`src/rtl/bf16_to_int_quant_pkg.sv`:
```
// Shared bf16 numeric definitions: field positions, bias, special exponent code
// and operand classification, used by the bf16<->int conversion blocks.
package bf16_to_int_quant_pkg;

    localparam int BF16_W        = 16;
    localparam int BF16_SIGN_BIT = 15;
    localparam int BF16_EXP_MSB  = 14;
    localparam int BF16_EXP_LSB  = 7;
    localparam int BF16_EXP_W    = 8;
    localparam int BF16_MANT_MSB = 6;
    localparam int BF16_MANT_W   = 7;
    localparam int BF16_BIAS     = 127;

    localparam logic [BF16_EXP_W-1:0] BF16_EXP_SPECIAL = 8'hFF;

    typedef enum logic [1:0] {
        CLS_ZERO,
        CLS_NORM,
        CLS_INF,
        CLS_NAN
    } bf16_class_e;

    function automatic bf16_class_e bf16_classify(input logic [BF16_EXP_W-1:0]  e,
                                                  input logic [BF16_MANT_W-1:0] m);
        if (e == '0)
            return CLS_ZERO;
        if (e == BF16_EXP_SPECIAL)
            return (m == '0) ? CLS_INF : CLS_NAN;
        return CLS_NORM;
    endfunction

endpackage

```
`src/rtl/bf16_to_int_quant_if.sv`:
```
// Operand-in / result-out stream bundle of the bf16 quantiser.
interface bf16_to_int_quant_if #(
    parameter int OUT_W = 8
) ();

    logic                    in_valid;
    logic                    in_ready;
    logic [15:0]             in_bf16;
    logic signed [5:0]       in_scale;
    logic                    out_valid;
    logic                    out_ready;
    logic signed [OUT_W-1:0] out_int;
    logic                    out_sat;

    modport slave (
        input  in_valid, in_bf16, in_scale, out_ready,
        output in_ready, out_valid, out_int, out_sat
    );

    modport master (
        output in_valid, in_bf16, in_scale, out_ready,
        input  in_ready, out_valid, out_int, out_sat
    );

endinterface

```
`src/rtl/bf16_unpack_align.sv`:
```
// Combinational bf16 unpack: classifies the operand and aligns 1.mant to an
// INT_W-bit integer magnitude plus guard/round/sticky for a 2^scale weighting.
module bf16_unpack_align
    import bf16_to_int_quant_pkg::*;
#(
    parameter int INT_W   = 8,
    parameter int SCALE_W = 6
) (
    input  logic [BF16_W-1:0]        bf16,
    input  logic signed [SCALE_W-1:0] scale,
    output bf16_class_e              cls,
    output logic                     sign,
    output logic                     ovf,
    output logic [INT_W-1:0]         mag,
    output logic                     guard,
    output logic                     round,
    output logic                     sticky
);

    localparam int E_W  = 10;
    localparam int WW   = INT_W + 10;
    localparam int SH_W = $clog2(INT_W + 3);

    localparam logic signed [E_W-1:0] E_BIAS = E_W'(BF16_BIAS);
    localparam logic signed [E_W-1:0] E_OVF  = E_W'(INT_W);
    localparam logic signed [E_W-1:0] E_MIN  = -10'sd3;

    logic [BF16_EXP_W-1:0]  exp_f;
    logic [BF16_MANT_W-1:0] mant_f;
    logic signed [E_W-1:0]  exp_ext;
    logic signed [E_W-1:0]  scale_ext;
    logic signed [E_W-1:0]  eff_exp;
    logic [SH_W-1:0]        sh;
    logic [WW-1:0]          wide;

    assign exp_f     = bf16[BF16_EXP_MSB:BF16_EXP_LSB];
    assign mant_f    = bf16[BF16_MANT_MSB:0];
    assign exp_ext   = $signed({2'b00, exp_f});
    assign scale_ext = {{(E_W-SCALE_W){scale[SCALE_W-1]}}, scale};
    assign eff_exp   = exp_ext - E_BIAS + scale_ext;

    // wide holds value*2^10: integer in [WW-1:10], guard at 9, round at 8,
    // sticky bits below. Exponents under E_MIN only contribute sticky.
    always_comb begin
        // NOTE: every output gets a default first so no path leaves a latch.
        cls    = bf16_classify(exp_f, mant_f);
        sign   = bf16[BF16_SIGN_BIT];
        ovf    = 1'b0;
        mag    = '0;
        guard  = 1'b0;
        round  = 1'b0;
        sticky = 1'b0;
        sh     = '0;
        wide   = '0;
        if (cls == CLS_NORM) begin
            if (eff_exp >= E_OVF) begin
                ovf = 1'b1;
            end else if (eff_exp < E_MIN) begin
                sticky = 1'b1;
            end else begin
                sh     = SH_W'(eff_exp - E_MIN);
                wide   = WW'({1'b1, mant_f}) << sh;
                mag    = wide[WW-1:10];
                guard  = wide[9];
                round  = wide[8];
                sticky = |wide[7:0];
            end
        end
    end

endmodule

```
`src/rtl/bf16_to_int_quant.sv`:
```
// Two-stage bf16 -> signed OUT_W-bit quantiser with power-of-two scale,
// round-to-nearest-even, saturation, and delivery statistics.
module bf16_to_int_quant
    import bf16_to_int_quant_pkg::*;
#(
    parameter int OUT_W = 8,
    parameter int CNT_W = 16
) (
    input  logic              clk,
    input  logic              rst_n,
    bf16_to_int_quant_if.slave bus,
    input  logic              stat_clr,
    output logic [CNT_W-1:0]  sat_count,
    output logic              nan_seen
);

    localparam int RW = OUT_W + 1;

    localparam logic [RW-1:0] POS_LIM = {2'b00, {(OUT_W-1){1'b1}}};
    localparam logic [RW-1:0] NEG_LIM = {2'b01, {(OUT_W-1){1'b0}}};
    localparam logic signed [OUT_W-1:0] INT_MAX = {1'b0, {(OUT_W-1){1'b1}}};
    localparam logic signed [OUT_W-1:0] INT_MIN = {1'b1, {(OUT_W-1){1'b0}}};

    typedef struct packed {
        bf16_class_e      cls;
        logic             sign;
        logic             ovf;
        logic [OUT_W-1:0] mag;
        logic             guard;
        logic             round;
        logic             sticky;
    } s1_t;

    bf16_class_e      ua_cls;
    logic             ua_sign, ua_ovf, ua_guard, ua_round, ua_sticky;
    logic [OUT_W-1:0] ua_mag;

    s1_t                     s1_q;
    logic                    s1_valid;
    logic                    s2_adv;
    logic                    in_ready_w;
    logic                    out_valid_q;
    logic signed [OUT_W-1:0] out_int_q;
    logic                    out_sat_q;
    logic                    out_nan_q;
    logic                    deliver;

    logic                    rnd_up;
    logic [RW-1:0]           rounded;
    logic signed [OUT_W-1:0] res_int;
    logic                    res_sat;
    logic                    res_nan;

    bf16_unpack_align #(
        .INT_W   (OUT_W),
        .SCALE_W (6)
    ) u_unpack (
        .bf16   (bus.in_bf16),
        .scale  (bus.in_scale),
        .cls    (ua_cls),
        .sign   (ua_sign),
        .ovf    (ua_ovf),
        .mag    (ua_mag),
        .guard  (ua_guard),
        .round  (ua_round),
        .sticky (ua_sticky)
    );

    // Ready chains back from the output register through S1.
    assign s2_adv        = !out_valid_q || bus.out_ready;
    assign in_ready_w    = !s1_valid || s2_adv;
    assign bus.in_ready  = in_ready_w;
    assign bus.out_valid = out_valid_q;
    assign bus.out_int   = out_int_q;
    assign bus.out_sat   = out_sat_q;
    assign deliver       = out_valid_q && bus.out_ready;

    always_ff @(posedge clk or negedge rst_n) begin
        // NOTE: state is written with <= so every register samples pre-edge values.
        if (!rst_n) begin
            s1_valid <= 1'b0;
            s1_q     <= '0;
        end else if (in_ready_w) begin
            s1_valid <= bus.in_valid;
            if (bus.in_valid)
                s1_q <= '{cls: ua_cls, sign: ua_sign, ovf: ua_ovf, mag: ua_mag,
                          guard: ua_guard, round: ua_round, sticky: ua_sticky};
        end
    end

    always_comb begin
        res_int = '0;
        res_sat = 1'b0;
        res_nan = 1'b0;
        rnd_up  = s1_q.guard & (s1_q.round | s1_q.sticky | s1_q.mag[0]);
        rounded = {1'b0, s1_q.mag} + RW'(rnd_up);
        unique case (s1_q.cls)
            CLS_NAN: res_nan = 1'b1;
            CLS_INF: begin
                res_sat = 1'b1;
                res_int = s1_q.sign ? INT_MIN : INT_MAX;
            end
            CLS_NORM: begin
                // A negative magnitude of exactly 2^(OUT_W-1) is representable.
                if (s1_q.ovf || (!s1_q.sign && rounded > POS_LIM)
                             || ( s1_q.sign && rounded > NEG_LIM)) begin
                    res_sat = 1'b1;
                    res_int = s1_q.sign ? INT_MIN : INT_MAX;
                end else if (s1_q.sign) begin
                    res_int = -rounded[OUT_W-1:0];
                end else begin
                    res_int = rounded[OUT_W-1:0];
                end
            end
            default: ;
        endcase
    end

    always_ff @(posedge clk or negedge rst_n) begin
        if (!rst_n) begin
            out_valid_q <= 1'b0;
            out_int_q   <= '0;
            out_sat_q   <= 1'b0;
            out_nan_q   <= 1'b0;
        end else if (s2_adv) begin
            out_valid_q <= s1_valid;
            if (s1_valid) begin
                out_int_q <= res_int;
                out_sat_q <= res_sat;
                out_nan_q <= res_nan;
            end
        end
    end

    always_ff @(posedge clk or negedge rst_n) begin
        if (!rst_n) begin
            sat_count <= '0;
            nan_seen  <= 1'b0;
        end else if (stat_clr) begin
            sat_count <= '0;
            nan_seen  <= 1'b0;
        end else begin
            if (deliver && out_sat_q && (sat_count != '1))
                sat_count <= sat_count + CNT_W'(1);
            if (deliver && out_nan_q)
                nan_seen <= 1'b1;
        end
    end

endmodule

```
`src/flat_wrapper.sv`:
```
// flat-port wrapper written by rule: the top's interface ports become plain ports
module bf16_to_int_quant_flat import bf16_to_int_quant_pkg::*;
#(
    parameter int OUT_W = 8,
    parameter int CNT_W = 16
)
  (clk, rst_n, stat_clr, sat_count, nan_seen, bus_in_valid, bus_in_bf16, bus_in_scale, bus_out_ready, bus_in_ready, bus_out_valid, bus_out_int, bus_out_sat);
  bf16_to_int_quant_if #(.OUT_W(OUT_W)) bus_i ();
  input  logic clk;
  input  logic rst_n;
  input  logic stat_clr;
  output logic [CNT_W-1:0] sat_count;
  output logic nan_seen;
  input wire logic [$bits(bus_i.in_valid)-1:0] bus_in_valid;
  input wire logic [$bits(bus_i.in_bf16)-1:0] bus_in_bf16;
  input wire logic [$bits(bus_i.in_scale)-1:0] bus_in_scale;
  input wire logic [$bits(bus_i.out_ready)-1:0] bus_out_ready;
  output wire logic [$bits(bus_i.in_ready)-1:0] bus_in_ready;
  output wire logic [$bits(bus_i.out_valid)-1:0] bus_out_valid;
  output wire logic [$bits(bus_i.out_int)-1:0] bus_out_int;
  output wire logic [$bits(bus_i.out_sat)-1:0] bus_out_sat;
  assign bus_i.in_valid = bus_in_valid;
  assign bus_i.in_bf16 = bus_in_bf16;
  assign bus_i.in_scale = bus_in_scale;
  assign bus_i.out_ready = bus_out_ready;
  assign bus_in_ready = bus_i.in_ready;
  assign bus_out_valid = bus_i.out_valid;
  assign bus_out_int = bus_i.out_int;
  assign bus_out_sat = bus_i.out_sat;
  bf16_to_int_quant #(.OUT_W(OUT_W), .CNT_W(CNT_W)) u_core (.clk(clk), .rst_n(rst_n), .bus(bus_i), .stat_clr(stat_clr), .sat_count(sat_count), .nan_seen(nan_seen));
endmodule
```
`config.mk`:
```
export PLATFORM = sky130hd
export DESIGN_NAME = bf16_to_int_quant_flat
export DESIGN_NICKNAME = d
export VERILOG_FILES = /design/src/rtl/bf16_to_int_quant_pkg.sv /design/src/rtl/bf16_to_int_quant_if.sv /design/src/rtl/bf16_unpack_align.sv /design/src/rtl/bf16_to_int_quant.sv /design/src/flat_wrapper.sv
export SDC_FILE = /design/constraint.sdc
export NUM_CORES = 1
export LEC_CHECK = 0
export CAP_MARGIN = 40
export CORE_MARGIN = 10
export CORE_UTILIZATION = 35
export DETAILED_ROUTE_END_ITERATION = 8
export GPL_ROUTABILITY_DRIVEN = 0
export HOLD_SLACK_MARGIN = 0.1
export PLACE_DENSITY = 0.53
export SLEW_MARGIN = 40
export SYNTH_ARGS = -nofsm -noshare
export SYNTH_HDL_FRONTEND = slang
export SYNTH_SLANG_ARGS = --single-unit
```
`constraint.sdc`:
```
create_clock -name clk -period 2.7 [get_ports clk]
set_clock_uncertainty 0.1 [all_clocks]
set_input_delay 0.54 -clock clk [delete_from_list [all_inputs] [get_ports clk]]
set_output_delay 0.54 -clock clk [all_outputs]
set_load 0.01 [all_outputs]
```
==> results_dict.tcl <==
set metrics [dict create \
    status "finished, violations left" \
    violations "negative setup slack" \
    yosys_warnings 0 \
    grt_pass1_wl_um 15570 \
    io_buffers 54 \
    finalSetupTns_ps -1252 \
    crit_start "bus_in_bf16[7]" \
    worst_pin_slew_ps 636.1 \
    required_ps 2780 \
    ios 55 \
    setup_violations 11 \
    diodes 0 \
    postRouteAntennaNets 0 \
    die_x_um 121.0 \
    rsz0062_at_grt "yes" \
    fin_crit_sh 1.070 \
    final_common_cell "buf_4" \
    postSynth.asyncResetShare 1.000 \
    power_leakage_uw 0.002154 \
    wl_um 9247 \
    cp_num_buf_inv 3 \
    synth.avg_cell_area_um2 8.972 \
    synthToLayoutAreaGrowth_pct 43.90 \
    htree_levels 2 \
    synth_edf_count 0 \
    final_cell_mix "buf_4, nor2_1, dfrtp_1" \
    min_path_type "in -> async" \
    vias 3247 \
    nets 562 \
    row_count 36 \
    min_period_ps 2889 \
    grt_pass1_vias 3293 \
    crit_cells 12 \
    drive_above_1_share 0.2840 \
    cts_tree "yes" \
    initial_utilization 0.3620 \
    synth-seq-cells 44 \
    final_util 0.5209 \
    cp_common_cell "ha_4" \
    core_um2 9864 \
    slew_headroom 0.5746 \
    seq_area_frac_synth 0.3083 \
    path_cells "buf_12 > clkinv_8 > ha_4 > fa_2 > inv_2 > ha_4 > mux4_2 > mux2_4 > a21oi_2 > a41o_1 > o21ai_1 > a32o_1" \
    clockBufferDepth 2 \
    synthesis.area_um2 3571 \
    crit_path_max_fanout 6 \
    dieArea_um2 14640 \
    powerDensity_nw_per_um2 491.7 \
    worstSetupEndpointType "flip-flop" \
    cts_sinks 44 \
    crit_arrival_ps 2970 \
    finalMaxSlewViolations 0 \
    criticalPathCategory "in -> reg" \
    grt_antenna_before_repair 0 \
    numCtsBuffers 5 \
    fmax_mhz 346.1 \
    clk_pin_slew_ps 80 \
    vdd_drop_max_mv 0.2319 \
    synth_ff_type "dfrtp_1" \
    drt_pass1_iterations 4 \
    overflow 0 \
    die_h_um 121.0 \
    max_stage_delay_ps 560 \
    fin_ws_ps -189.4 \
    cp-start-kind "input port" \
    viasPerCell 5.019 \
    syn_inst 398 \
    drc 0 \
    grt_max_degree 27 \
    drt-initial-drc-count 147 \
    dp_hpwl_um 7376 \
    crit_family "adder cells" \
    netlist-cell-type-count 63 \
    syn_nets 447 \
    wire_per_inst_um 14.29 \
    regToRegStartpoint "u_core.s1_q[3]$_DFFE_PN0P_" \
    root_buffer "clkbuf_8" \
    r2r_cells 9 \
    grt_usage 0.1255 \
    cap_violations 0 \
    clock_latency_ps 290 \
    slowest_stage "fa_2" \
    hold_viol_final 0 \
]
[per-stage QoR]
stage	hold slack (ps)	instance area, um^2	setup WS [ps]	total power (uW)	std cells
6_report	131.1	5139	-189.4	2527	647
2_1_floorplan	144.4	3620	-360.2	1444	398
5_1_grt	159.5	5139	-253.7	2711	647
3_5_place_dp	382.3	4659	-1013	1921	625
3_3_place_gp	381.2	4659	-1002	1915	625
4_1_cts	151.2	4972	-202.7	2489	643
[worst reg2reg max path, cell delays in order (launching register included)]
cell	delay (ps)
dfrtp_1	370
and2_1	160
ha_1	210
and3_1	250
a31oi_1	180
a21oi_1	60
o41a_1	470
o21bai_4	250
a211oi_2	220
o21ai_1	70
[synthesized netlist by cell type (7+ instances only)]
| cell type | count | area, um^2 |
|---|---|---|
| dfrtp_1 | 44 | 1101 |
| a32o_1 | 11 | 110.1 |
| a21oi_1 | 24 | 120.1 |
| inv_1 | 16 | 60.06 |
| nand3_1 | 25 | 125.1 |
| ha_1 | 21 | 262.8 |
| mux2i_1 | 9 | 90.09 |
| nand2_1 | 25 | 93.84 |
| xnor2_1 | 18 | 157.7 |
| nor2_1 | 47 | 176.4 |
| o21ai_0 | 12 | 60.06 |
| clkbuf_1 | 11 | 41.29 |
| o21ai_1 | 11 | 55.05 |
| nor3_1 | 7 | 35.03 |
| xor2_1 | 21 | 183.9 |
[worst paths after layout]
path                                                endpoint  slack (ps)
setup reg to reg           u_core.bus.out_int[1]$_DFFE_PN0P_         230
hold reg to reg            u_core.bus.out_int[0]$_DFFE_PN0P_         400
min in group clk           u_core.bus.out_int[0]$_DFFE_PN0P_         400
setup / recovery                  u_core.s1_q[0]$_DFFE_PN0P_        -190
max in group asynchronous         u_core.s1_q[3]$_DFFE_PN0P_        1800
hold / removal               u_core.sat_count[8]$_DFFE_PN0P_         130
[where the power goes]
group          internal (uW)  switching [uW]  total, uW
clock network            275             214        489
registers                707            42.0        749
logic                    670             618       1290
[sequential cells by signal, indices dropped and copies added (netlist names)]
signal                count
u_core.bus.out_int        8
u_core.sat_count         16
u_core.s1_q              15
u_core.s1_valid           1
u_core.bus.out_valid      1
u_core.nan_seen           1
u_core.bus.out_sat        1
u_core.out_nan_q          1
[per-layer routing]
layer  share of wire  GRT usage
met1            0.46     0.1570
met2            0.49     0.2204
met3           0.043    0.01908
met4          0.0058    0.02941
met5               0          0
[timing repair]
item / in CTS / in global routing
resized for setup: 60 / 29
setup endpoints to repair: 12 / 12
setup buffers: 9 / 4
gates cloned: 1 / 0
hold buffers: 0 / 0
pin swaps: 25 / 25
[cell families (layout without fill, tap and decap cells)]
kind of cell,Yosys count,count (layout),share of synthesized area
AOI/OAI and AO/OA,93,93,0.1864
and+or+nand+nor,147,147,0.2088
buffers and inverters,32,147,0.03609
xor gates and xnor gates,43,43,0.1202
adders and majority gates,22,22,0.07919
muxes,17,18,0.06096
DFF,44,44,0.3083
[area by class of cell]
| class | count | area (um^2) |
|---|---|---|
| Tap cell | 133 | 166.4 |
| Clock buffer | 6 | 72.57 |
| Sequential cell | 44 | 1101 |
| Clock inverter | 2 | 35.03 |
| Multi-Input combinational cell | 323 | 2624 |
| Timing Repair Buffer | 123 | 1065 |
| Fill cell | 913 | 4726 |
| Inverter | 16 | 75.07 |
Power figures use the tool's default switching activity.
